<file path="src/rtl/systolic_pkg.sv">
// Shared definitions for the systolic MAC array and its feed sequencer.
package systolic_pkg;

  // PE latency from en_in to a final mac_out value.
  localparam int MAC_LAT = 4;

  typedef enum logic [1:0] {
    IDLE,
    LOAD,
    DRAIN,
    DONE
  } feed_state_t;

  // Cycles between the last operand read and all PE accumulators being final.
  function automatic int drain_cycles(input int rd_lat, input int rows, input int cols);
    return rd_lat + rows + cols - 3 + MAC_LAT;
  endfunction

endpackage

</file>
<file path="src/rtl/systolic_feed_ctrl_if.sv">
// Job, operand-buffer and array-edge bundle of the systolic feed sequencer.
interface systolic_feed_ctrl_if #(
  parameter int ROWS    = 4,
  parameter int COLS    = 4,
  parameter int IP_SIZE = 8,
  parameter int K_W     = 10
);
  logic                    start;
  logic [K_W-1:0]          k_len;
  logic                    busy;
  logic                    err;
  logic                    rd_en;
  logic [K_W-1:0]          rd_addr;
  logic [ROWS*IP_SIZE-1:0] x_rd;
  logic [COLS*IP_SIZE-1:0] w_rd;
  logic [ROWS*IP_SIZE-1:0] x_edge;
  logic [COLS*IP_SIZE-1:0] w_edge;
  logic [ROWS-1:0]         en_edge;
  logic [ROWS-1:0]         clr_edge;
  logic                    res_valid;
  logic                    res_ack;

  // Sequencer side.
  modport master (
    input  start, k_len, x_rd, w_rd, res_ack,
    output busy, err, rd_en, rd_addr, x_edge, w_edge, en_edge, clr_edge, res_valid
  );

  // Job issuer, operand buffers, array and result collector side.
  modport slave (
    output start, k_len, x_rd, w_rd, res_ack,
    input  busy, err, rd_en, rd_addr, x_edge, w_edge, en_edge, clr_edge, res_valid
  );
endinterface

</file>
<file path="src/rtl/skew_line.sv">
// DEPTH-stage register delay line, cleared by reset; DEPTH=0 is a plain wire.
module skew_line #(
  parameter int W     = 1,
  parameter int DEPTH = 1
) (
  input  logic         clk,
  input  logic         rst,
  input  logic [W-1:0] d_i,
  output logic [W-1:0] q_o
);

  if (DEPTH == 0) begin : g_pass
    logic unused_clk_rst;
    assign unused_clk_rst = clk ^ rst;
    assign q_o = d_i;
  end else begin : g_pipe
    logic [W-1:0] stage_q [DEPTH];

    // NOTE: every stage is cleared on reset so an aborted job leaves no stray en or data in flight.
    always_ff @(posedge clk) begin
      if (rst) begin
        for (int i = 0; i < DEPTH; i++) stage_q[i] <= '0;
      end else begin
        stage_q[0] <= d_i;
        for (int i = 1; i < DEPTH; i++) stage_q[i] <= stage_q[i-1];
      end
    end

    assign q_o = stage_q[DEPTH-1];
  end

endmodule

</file>
<file path="src/rtl/systolic_feed_ctrl.sv">
// Tile sequencer: reads K operand vectors, skews them onto the array edges, waits out the drain.
// Optional FEED_PERF_CNT_EN adds busy-cycle and completed-job counters.
module systolic_feed_ctrl
  import systolic_pkg::*;
#(
  parameter int ROWS    = 4,
  parameter int COLS    = 4,
  parameter int IP_SIZE = 8,
  parameter int K_W     = 10,
  parameter int RD_LAT  = 1
) (
  input  logic                 clk,
  input  logic                 rst,
  systolic_feed_ctrl_if.master bus
`ifdef FEED_PERF_CNT_EN
  ,
  output logic [31:0]          perf_busy_cyc,
  output logic [15:0]          perf_jobs
`endif
);

  localparam int DRAIN_CYC = drain_cycles(RD_LAT, ROWS, COLS);
  localparam int DW        = $clog2(DRAIN_CYC) + 1;

  feed_state_t    state_q, state_d;
  logic [K_W-1:0] k_len_q, k_len_d;
  logic [K_W-1:0] k_cnt_q, k_cnt_d;
  logic [DW-1:0]  dr_cnt_q, dr_cnt_d;
  logic           err_q, err_d;

  // NOTE: every variable gets a default before the case so no path can infer a latch.
  always_comb begin
    state_d  = state_q;
    k_len_d  = k_len_q;
    k_cnt_d  = k_cnt_q;
    dr_cnt_d = dr_cnt_q;
    err_d    = 1'b0;
    case (state_q)
      IDLE: begin
        if (bus.start) begin
          if (bus.k_len == '0) begin
            err_d = 1'b1;
          end else begin
            state_d = LOAD;
            k_len_d = bus.k_len;
            k_cnt_d = '0;
          end
        end
      end
      LOAD: begin
        if (k_cnt_q == k_len_q - K_W'(1)) begin
          state_d  = DRAIN;
          k_cnt_d  = '0;
          dr_cnt_d = '0;
        end else begin
          k_cnt_d = k_cnt_q + K_W'(1);
        end
      end
      DRAIN: begin
        if (dr_cnt_q == DW'(DRAIN_CYC - 1)) begin
          state_d  = DONE;
          dr_cnt_d = '0;
        end else begin
          dr_cnt_d = dr_cnt_q + DW'(1);
        end
      end
      DONE: begin
        if (bus.res_ack) state_d = IDLE;
      end
      default: state_d = IDLE;
    endcase
  end

  // NOTE: state registers use non-blocking assignments so every flop samples pre-edge values.
  always_ff @(posedge clk) begin
    if (rst) begin
      state_q  <= IDLE;
      k_len_q  <= '0;
      k_cnt_q  <= '0;
      dr_cnt_q <= '0;
      err_q    <= 1'b0;
    end else begin
      state_q  <= state_d;
      k_len_q  <= k_len_d;
      k_cnt_q  <= k_cnt_d;
      dr_cnt_q <= dr_cnt_d;
      err_q    <= err_d;
    end
  end

  logic rd_en, rd_clr;
  assign rd_en  = (state_q == LOAD);
  assign rd_clr = rd_en && (k_cnt_q == '0);

  assign bus.rd_en     = rd_en;
  assign bus.rd_addr   = k_cnt_q;
  assign bus.busy      = (state_q != IDLE);
  assign bus.res_valid = (state_q == DONE);
  assign bus.err       = err_q;

  // Align en/clr with the operand data returned by the buffer.
  logic vld_en, vld_clr;
  skew_line #(.W(2), .DEPTH(RD_LAT)) u_rd_lat (
    .clk (clk),
    .rst (rst),
    .d_i ({rd_en, rd_clr}),
    .q_o ({vld_en, vld_clr})
  );

  logic [IP_SIZE-1:0] x_gated [ROWS];
  logic [IP_SIZE-1:0] w_gated [COLS];
  always_comb begin
    for (int r = 0; r < ROWS; r++)
      x_gated[r] = vld_en ? bus.x_rd[r*IP_SIZE +: IP_SIZE] : '0;
    for (int c = 0; c < COLS; c++)
      w_gated[c] = vld_en ? bus.w_rd[c*IP_SIZE +: IP_SIZE] : '0;
  end

  logic [IP_SIZE+1:0] row_q [ROWS];
  logic [IP_SIZE-1:0] col_q [COLS];

  for (genvar r = 0; r < ROWS; r++) begin : g_row
    skew_line #(.W(IP_SIZE + 2), .DEPTH(r)) u_skew (
      .clk (clk),
      .rst (rst),
      .d_i ({vld_en, vld_clr, x_gated[r]}),
      .q_o (row_q[r])
    );
  end

  for (genvar c = 0; c < COLS; c++) begin : g_col
    skew_line #(.W(IP_SIZE), .DEPTH(c)) u_skew (
      .clk (clk),
      .rst (rst),
      .d_i (w_gated[c]),
      .q_o (col_q[c])
    );
  end

  always_comb begin
    bus.en_edge  = '0;
    bus.clr_edge = '0;
    bus.x_edge   = '0;
    bus.w_edge   = '0;
    for (int r = 0; r < ROWS; r++) begin
      bus.en_edge[r]                     = row_q[r][IP_SIZE+1];
      bus.clr_edge[r]                    = row_q[r][IP_SIZE];
      bus.x_edge[r*IP_SIZE +: IP_SIZE]   = row_q[r][IP_SIZE-1:0];
    end
    for (int c = 0; c < COLS; c++)
      bus.w_edge[c*IP_SIZE +: IP_SIZE] = col_q[c];
  end

`ifdef FEED_PERF_CNT_EN
  logic [31:0] perf_busy_cyc_q;
  logic [15:0] perf_jobs_q;

  always_ff @(posedge clk) begin
    if (rst) begin
      perf_busy_cyc_q <= '0;
      perf_jobs_q     <= '0;
    end else begin
      if (state_q != IDLE) perf_busy_cyc_q <= perf_busy_cyc_q + 32'd1;
      if (state_q == DONE && bus.res_ack) perf_jobs_q <= perf_jobs_q + 16'd1;
    end
  end

  assign perf_busy_cyc = perf_busy_cyc_q;
  assign perf_jobs     = perf_jobs_q;
`endif

endmodule
</file>
<file path="src/flat_wrapper.sv">
// flat-port wrapper written by rule: the top's interface ports become plain ports
module systolic_feed_ctrl_flat import systolic_pkg::*;
#(
  parameter int ROWS    = 4,
  parameter int COLS    = 4,
  parameter int IP_SIZE = 8,
  parameter int K_W     = 10,
  parameter int RD_LAT  = 1
)
  (clk, rst, bus_start, bus_k_len, bus_x_rd, bus_w_rd, bus_res_ack, bus_busy, bus_err, bus_rd_en, bus_rd_addr, bus_x_edge, bus_w_edge, bus_en_edge, bus_clr_edge, bus_res_valid);
  systolic_feed_ctrl_if #(.ROWS(ROWS), .COLS(COLS), .IP_SIZE(IP_SIZE), .K_W(K_W)) bus_i ();
  input  logic clk;
  input  logic rst;
  input wire logic [$bits(bus_i.start)-1:0] bus_start;
  input wire logic [$bits(bus_i.k_len)-1:0] bus_k_len;
  input wire logic [$bits(bus_i.x_rd)-1:0] bus_x_rd;
  input wire logic [$bits(bus_i.w_rd)-1:0] bus_w_rd;
  input wire logic [$bits(bus_i.res_ack)-1:0] bus_res_ack;
  output wire logic [$bits(bus_i.busy)-1:0] bus_busy;
  output wire logic [$bits(bus_i.err)-1:0] bus_err;
  output wire logic [$bits(bus_i.rd_en)-1:0] bus_rd_en;
  output wire logic [$bits(bus_i.rd_addr)-1:0] bus_rd_addr;
  output wire logic [$bits(bus_i.x_edge)-1:0] bus_x_edge;
  output wire logic [$bits(bus_i.w_edge)-1:0] bus_w_edge;
  output wire logic [$bits(bus_i.en_edge)-1:0] bus_en_edge;
  output wire logic [$bits(bus_i.clr_edge)-1:0] bus_clr_edge;
  output wire logic [$bits(bus_i.res_valid)-1:0] bus_res_valid;
  assign bus_i.start = bus_start;
  assign bus_i.k_len = bus_k_len;
  assign bus_i.x_rd = bus_x_rd;
  assign bus_i.w_rd = bus_w_rd;
  assign bus_i.res_ack = bus_res_ack;
  assign bus_busy = bus_i.busy;
  assign bus_err = bus_i.err;
  assign bus_rd_en = bus_i.rd_en;
  assign bus_rd_addr = bus_i.rd_addr;
  assign bus_x_edge = bus_i.x_edge;
  assign bus_w_edge = bus_i.w_edge;
  assign bus_en_edge = bus_i.en_edge;
  assign bus_clr_edge = bus_i.clr_edge;
  assign bus_res_valid = bus_i.res_valid;
  systolic_feed_ctrl #(.ROWS(ROWS), .COLS(COLS), .IP_SIZE(IP_SIZE), .K_W(K_W), .RD_LAT(RD_LAT)) u_core (.clk(clk), .rst(rst), .bus(bus_i));
endmodule
</file>
<file path="config.mk">
export PLATFORM = sky130hd
export DESIGN_NAME = systolic_feed_ctrl_flat
export DESIGN_NICKNAME = d
export VERILOG_FILES = /design/src/rtl/systolic_pkg.sv /design/src/rtl/systolic_feed_ctrl_if.sv /design/src/rtl/skew_line.sv /design/src/rtl/systolic_feed_ctrl.sv /design/src/flat_wrapper.sv
export SDC_FILE = /design/constraint.sdc
export NUM_CORES = 1
export LEC_CHECK = 0
export CORE_MARGIN = 2
export CORE_UTILIZATION = 35
export CTS_CLUSTER_DIAMETER = 150
export CTS_CLUSTER_SIZE = 30
export DETAILED_ROUTE_END_ITERATION = 10
export SLEW_MARGIN = 15
export SYNTH_ARGS = -nofsm -noshare
export SYNTH_HDL_FRONTEND = slang
export SYNTH_SLANG_ARGS = --single-unit
</file>
<file path="constraint.sdc">
create_clock -name clk -period 6.89 [get_ports clk]
set_clock_uncertainty 0.2 [all_clocks]
set_input_delay 1.0335 -clock clk [delete_from_list [all_inputs] [get_ports clk]]
set_output_delay 1.0335 -clock clk [all_outputs]
set_load 0.02 [all_outputs]
</file>
Word level (Yosys, flattened, before mapping)
Memories as Yosys holds them, arrays and structs flattened.
Cells that the tools add are included.
- input bits: 78
- logic and storage cells: 94
- memories: 7
- memory bits (writable): 110
- bits in registers: 28
- latch bits: 0
- output and inout bits: 86
- memory bits (read-only): 0
- memories (name ; depth ; bits a word ; read ports ; clocked after Yosys merged registers in ; write ports ; RTL line ; text):
    u_core.g_row[3].u_skew.g_pipe.stage_q ; 3 ; 10 ; 3 ; 0 ; 3 ; skew_line.sv:17 ; logic [W-1:0] stage_q [DEPTH];
    u_core.g_col[3].u_skew.g_pipe.stage_q ; 3 ; 8 ; 3 ; 0 ; 3 ; skew_line.sv:17 ;
    u_core.g_row[2].u_skew.g_pipe.stage_q ; 2 ; 10 ; 2 ; 0 ; 2 ; skew_line.sv:17 ;
    u_core.g_col[2].u_skew.g_pipe.stage_q ; 2 ; 8 ; 2 ; 0 ; 2 ; skew_line.sv:17 ;
    u_core.g_row[1].u_skew.g_pipe.stage_q ; 1 ; 10 ; 1 ; 0 ; 1 ; skew_line.sv:17 ;
    u_core.g_col[1].u_skew.g_pipe.stage_q ; 1 ; 8 ; 1 ; 0 ; 1 ; skew_line.sv:17 ;
    1 more memories ; n/a ; n/a ; n/a ; n/a ; n/a ; n/a ;
- $add $sub $neg: 3
- reductions and logical operators: 15
- multiply operators: 0
- multiplexer cells: 41
- bitwise logic cells: 13
- eq/ne operators: 10
- div/mod/pow operators: 0
- shift-type cells: 0
- $lt $le $gt $ge: 0
- operators by type and width (kind ; count):
    two-way mux 8 bit ; 14
    two-way mux 10 bit ; 9
    logical NOT 10 bit ; 2
    one-hot mux 10 bit (2 select lines) ; 1
    two-way mux 2 bit ; 6
    adder 10 x 1 -> 10 bit, second input constant ; 1
    == test 10 bit ; 1
    two-way mux 5 bit ; 2
    OR 1 bit ; 10
    one-hot mux 5 bit (2 select lines) ; 1
    OR reduction 10 bit ; 1
    subtractor 10 x 1 -> 10 bit, second input constant ; 1
    inequality test 2 bit, second input constant ; 4
    one-hot mux 2 bit (4 select lines) ; 1
    OR reduction 8 bit ; 1
    two-way mux 1 bit ; 7
    AND reduction 3 bit ; 2
    nonzero test 2 bit ; 3
    adder 5 x 1 -> 5 bit, second input constant ; 1
    == test 5 x 4 -> 1 bit, second input constant ; 1
    AND reduction 5 bit ; 1
    == test 2 bit, second input constant ; 2
    NOT 1 bit ; 3
    OR reduction 3 bit ; 1
    6 further kinds ; 6

Depth between registers and ports, before layout
- depth in word-level cells: 4
- depth in mapped cells: 10
- mapped depth without buffers: 9

Modules after synthesis
From an unflattened synthesis, not the netlist that was laid out.
- cell total of the unflattened synthesis: 573
- area, all modules: 5868.1 um2
- by module, submodules not included (module ; seq. area each (um2) ; cells each ; area each (um2) ; times used):
    systolic_feed_ctrl ; 560.5 ; 291 ; 2279.7 ; 1
    skew_line at u_core.g_row[3].u_skew ; 600.6 ; 73 ; 957.2 ; 1
    skew_line at u_core.g_col[3].u_skew ; 480.5 ; 58 ; 753.2 ; 1
    skew_line at u_core.g_row[2].u_skew ; 400.4 ; 52 ; 693.2 ; 1
    skew_line at u_core.g_col[2].u_skew ; 320.3 ; 41 ; 524.3 ; 1
    skew_line at u_core.g_row[1].u_skew ; 200.2 ; 20 ; 262.8 ; 1
    skew_line at u_core.g_col[1].u_skew ; 160.2 ; 16 ; 210.2 ; 1
    skew_line at u_core.g_row[0].u_skew ; 0.0 ; 10 ; 75.1 ; 1
    skew_line at u_core.g_col[0].u_skew ; 0.0 ; 8 ; 60.1 ; 1
    skew_line at u_core.u_rd_lat ; 40.0 ; 4 ; 52.6 ; 1

Worst setup path after synthesis
OpenSTA, ideal clock, no wires.
- path type: reg-to-reg
- start: register u_core.k_len_q[0]
- end: register u_core.dr_cnt_q[4]
- setup time: 74 ps
- slack: 3984 ps
- clock period less this slack: 2906 ps
- cell stages (with the launch flop): 10
- path buffers: 0
- data arrival time: 2631 ps
- required time: 6616 ps
- cells stage by stage: dfxtp_1 > inv_1 > ha_1 > or4b_4 > nor3_2 > o21ai_1 > a221o_1 > a221o_1 > or4_1 > a31oi_1
- longest elaborated chain between the ends: 4
- RTL lines (what ; RTL line ; text):
    start: declaration ; systolic_feed_ctrl.sv:26 ; logic [K_W-1:0] k_len_q, k_len_d;
    start signal: assignment ; systolic_feed_ctrl.sv:84 ; k_len_q <= k_len_d;
    subtractor 10 x 1 -> 10 bit ; systolic_feed_ctrl.sv:51 ; if (k_cnt_q == k_len_q - K_W'(1)) begin
    == test 10 bit ; systolic_feed_ctrl.sv:51 ;
    inequality test 2 bit (no source line) ; n/a ;
    AND reduction 2 bit (no source line) ; n/a ;
    end signal: assignment ; systolic_feed_ctrl.sv:86 ; dr_cnt_q <= dr_cnt_d;
    end: declaration ; systolic_feed_ctrl.sv:28 ; logic [DW-1:0] dr_cnt_q, dr_cnt_d;
No other way between the ends.
A chain may end at the register's enable or synchronous reset.

Worst setup path after layout
- start: input bus_k_len[1]
- end: register u_core.k_cnt_q[6], in the netlist u_core.bus.rd_addr[6]
- longest elaborated chain between the ends: 3
- RTL lines (what ; RTL line ; text):
    start: declaration ; flat_wrapper.sv:15 ; input wire logic [$bits(bus_i.k_len)-1:0] bus_k_len;
    logical NOT 10 bit ; systolic_feed_ctrl.sv:41 ; if (bus.k_len == '0) begin
    inequality test 2 bit (no source line) ; n/a ;
    AND reduction 3 bit (no source line) ; n/a ;
    end signal: assignment ; systolic_feed_ctrl.sv:85 ; k_cnt_q <= k_cnt_d;
    end: declaration ; systolic_feed_ctrl.sv:27 ; logic [K_W-1:0] k_cnt_q, k_cnt_d;
No other way between the ends.

==> metrics.yaml <==
cells_and_area:
  syn2layout_area_growth_pct: 40.41
  final_cells: 824
  finalNetCount: 721
  finalInstanceArea_sq_um: 7069
  drive_gt1_share_pct: 6.211
  diodes: 0
  fillers: 1328
global_route:
  grt_pass1_vias: 3659
  grt_overflow_total: 0
  grt_use_total_pct: 14.77
  antenna_found_initial: 0
  grt_pass1_wl_microns: 17310
  grt_max_degree: 50
logic_synthesis:
  synth_area_leaders: "dfxtp_1, and2_1, nor2b_1"
  synthTopCellsByCount: "dfxtp_1, and2_1, nor2b_1"
  yosys_most_used_dff: "dfxtp_1"
  avgSynthCellArea_sq_um: 9.795
  synth-edff-count: 0
  synth_fp_nets: 602
  yosysWarnings: 0
  synth_cells: 514
  ys_seq_elements: 132
  synthDistinctLibCells: 51
  synthArstFlopShare_pct: 0
  synth_top_area_cell: "dfxtp_1"
  synth_area_sq_um: 5035
  ys_seq_area_share_pct: 52.49
  yosysMostFrequentCell: "dfxtp_1"
  synth_top_area_share_pct: 52.49
cts:
  post_cts_buffers: 0
  cts_tree: "done"
  cts_sinks: 132
  clock_latency_ns: 0.41
  h-tree-depth: 4
  clkTransAtPathRegs_ns: 0.06
  cts-resized-gates: 0
  root_buffer: "clkbuf_16"
  cts_made_buffers: 17
  postCtsHoldBufs: 0
  clockBufferDepth: 2
timing:
  setup_viol: 0
  tns_ns: 0
  period_needed_ns: 3.553
  max_freq_ghz: 0.2814
  drv_slew: 0
  tightestPinTransition_ns: 0.8179
  rsz0062_at_grt: "false"
  slew_headroom_pct: 45.47
  final.period_utilization_pct: 51.57
  hold_violations: 0
floorplan:
  io_pins: 164
  start_util_pct: 35.99
  die_area_sq_um: 15360
  fp-row-count: 43
  die_h_microns: 123.9
  fp.coreArea_sq_um: 13990
  die-width_microns: 123.9
detailed_routing:
  firstDrtPassIters: 4
  met3_length_microns: 798
  drc: 0
  met2_length_microns: 5366
  via_per_inst: 4.541
  antenna_left: 0
  wirelength_microns: 11030
  drtIter0Drc: 188
  met1_length_microns: 4747
  top_layer_used: "met4"
  via_count: 3742
  wl_per_cell_microns: 13.38
place:
  dp_hpwl_microns: 7808
  dp.cells: 794
  gp_congestion: 0.7777
  io_buffers: 163
  place_area_sq_um: 6499
power:
  p_leak_nw: 2.731
  power_mw: 2.141
  power_density_nw_per_um2: 302.9
  ir_drop_v: 0.0001616
setup_path:
  crit_fanout: 11
  slowest_stage: "a21boi_1"
  reg2reg_slack_ns: 3.54
  critPathCaptureType: "flop"
  worstSetupStartpointType: "input pin"
  crit_arrival_ns: 3.64
  path_class: "input pin to flop"
  required_ns: 6.98
  cp_slowest_stage_delay_ns: 0.69
  path_cells: "clkdlybuf4s50_1 > nor4_1 > a31o_2 > a21boi_1 > nor2b_1 > nand4_1 > xor2_1 > nor2_1"
hold_path:
  hold_path_class: "flop to flop"
outcome:
  status: "finished clean"
flow_run:
  max_cap_viol_count: 0
-- path summary, 6_finish.rpt --
check,from,to,cells after the start
setup / recovery,bus_k_len[1],u_core.bus.rd_addr[6],8
hold / removal,u_core.g_col[3].u_skew.g_pipe.stage_q[0][3],u_core.g_col[3].u_skew.g_pipe.stage_q[0][11],1
setup reg to reg,u_core.k_len_q[0],u_core.dr_cnt_q[4],9
hold reg to reg,u_core.g_col[3].u_skew.g_pipe.stage_q[0][3],u_core.g_col[3].u_skew.g_pipe.stage_q[0][11],1
-- metal layers --
layer  track usage (%)  vias to the layer above
met5                 0                        -
met4             5.899                        0
met3             5.998                        8
met2             23.42                      114
met1             17.87                     1737
li1                  -                     1883
-- cell type report --
class	instances	area, sq um	area share (%)
clock buffers	18	439.2	6.212
clock inverters	12	131.4	1.858
inverters	14	52.55	0.7434
multi-input cells	303	1937	27.40
flip-flops and latches	132	2643	37.38
well taps	180	225.2	3.186
repair buffers	165	1642	23.22
-- cells by family after synthesis --
group / count (synthesis) / synth area share (%)
xor gates and xnor gates: 18 / 3.131
AOI/OAI and AO/OA: 53 / 6.909
DFF: 132 / 52.49
adders and majority gates: 10 / 2.485
and+or+nand+nor: 218 / 25.05
buffers and inverters: 79 / 9.095
muxes: 4 / 0.8449
-- per-stage QoR --
stage / hold slack [ns] / worst slack [ns] / utilization (%)
final: 0.2302 / 3.337 / 50.54
after global routing: 0.2445 / 3.147 / 50.54
after detailed placement: 0.2231 / 2.961 / 46.46
after CTS: 0.2340 / 3.396 / 50.54
after global placement: 0.2167 / 3.052 / 46.46
after floorplan: 0.2138 / 3.984 / -
-- report_power, final --
group	switching [mW]	internal (mW)	total, mW
sequential	0.0393	0.808	0.847
clock	0.325	0.539	0.864
combinational	0.230	0.201	0.430
total	0.594	1.55	2.14
-- registers in the layout (all words and copies together), names as in the netlist --
register,cells
u_core.bus.err,1
u_core.bus.rd_addr,10
u_core.dr_cnt_q,5
u_core.g_col.u_skew.g_pipe.stage_q,48
u_core.g_row.u_skew.g_pipe.stage_q,54
u_core.k_len_q,10
u_core.state_q,2
u_core.u_rd_lat.g_pipe.stage_q,2
-- layout by cell type, fill, tap and decap left out, types with 10 or more instances in the layout --
| cell | n |
|---|---|
| xor2_1 | 12 |
| inv_1 | 14 |
| clkdlybuf4s50_1 | 162 |
| nor2_1 | 19 |
| o21ai_0 | 10 |
| a21oi_1 | 19 |
| nand3_1 | 10 |
| nand2_1 | 26 |
| nor2b_1 | 57 |
| ha_1 | 10 |
| clkbuf_16 | 17 |
| dfxtp_1 | 132 |
| and2_1 | 66 |
-- worst max-delay path: cells and delay by family --
family / cells / cell delay, ns
AO/OA/AOI/OAI: 2 / 1.07
XOR/XNOR: 1 / 0.16
buffers and inverters: 1 / 0.42
AND/OR/NAND/NOR: 4 / 0.94
Power figures use the tool's default switching activity.
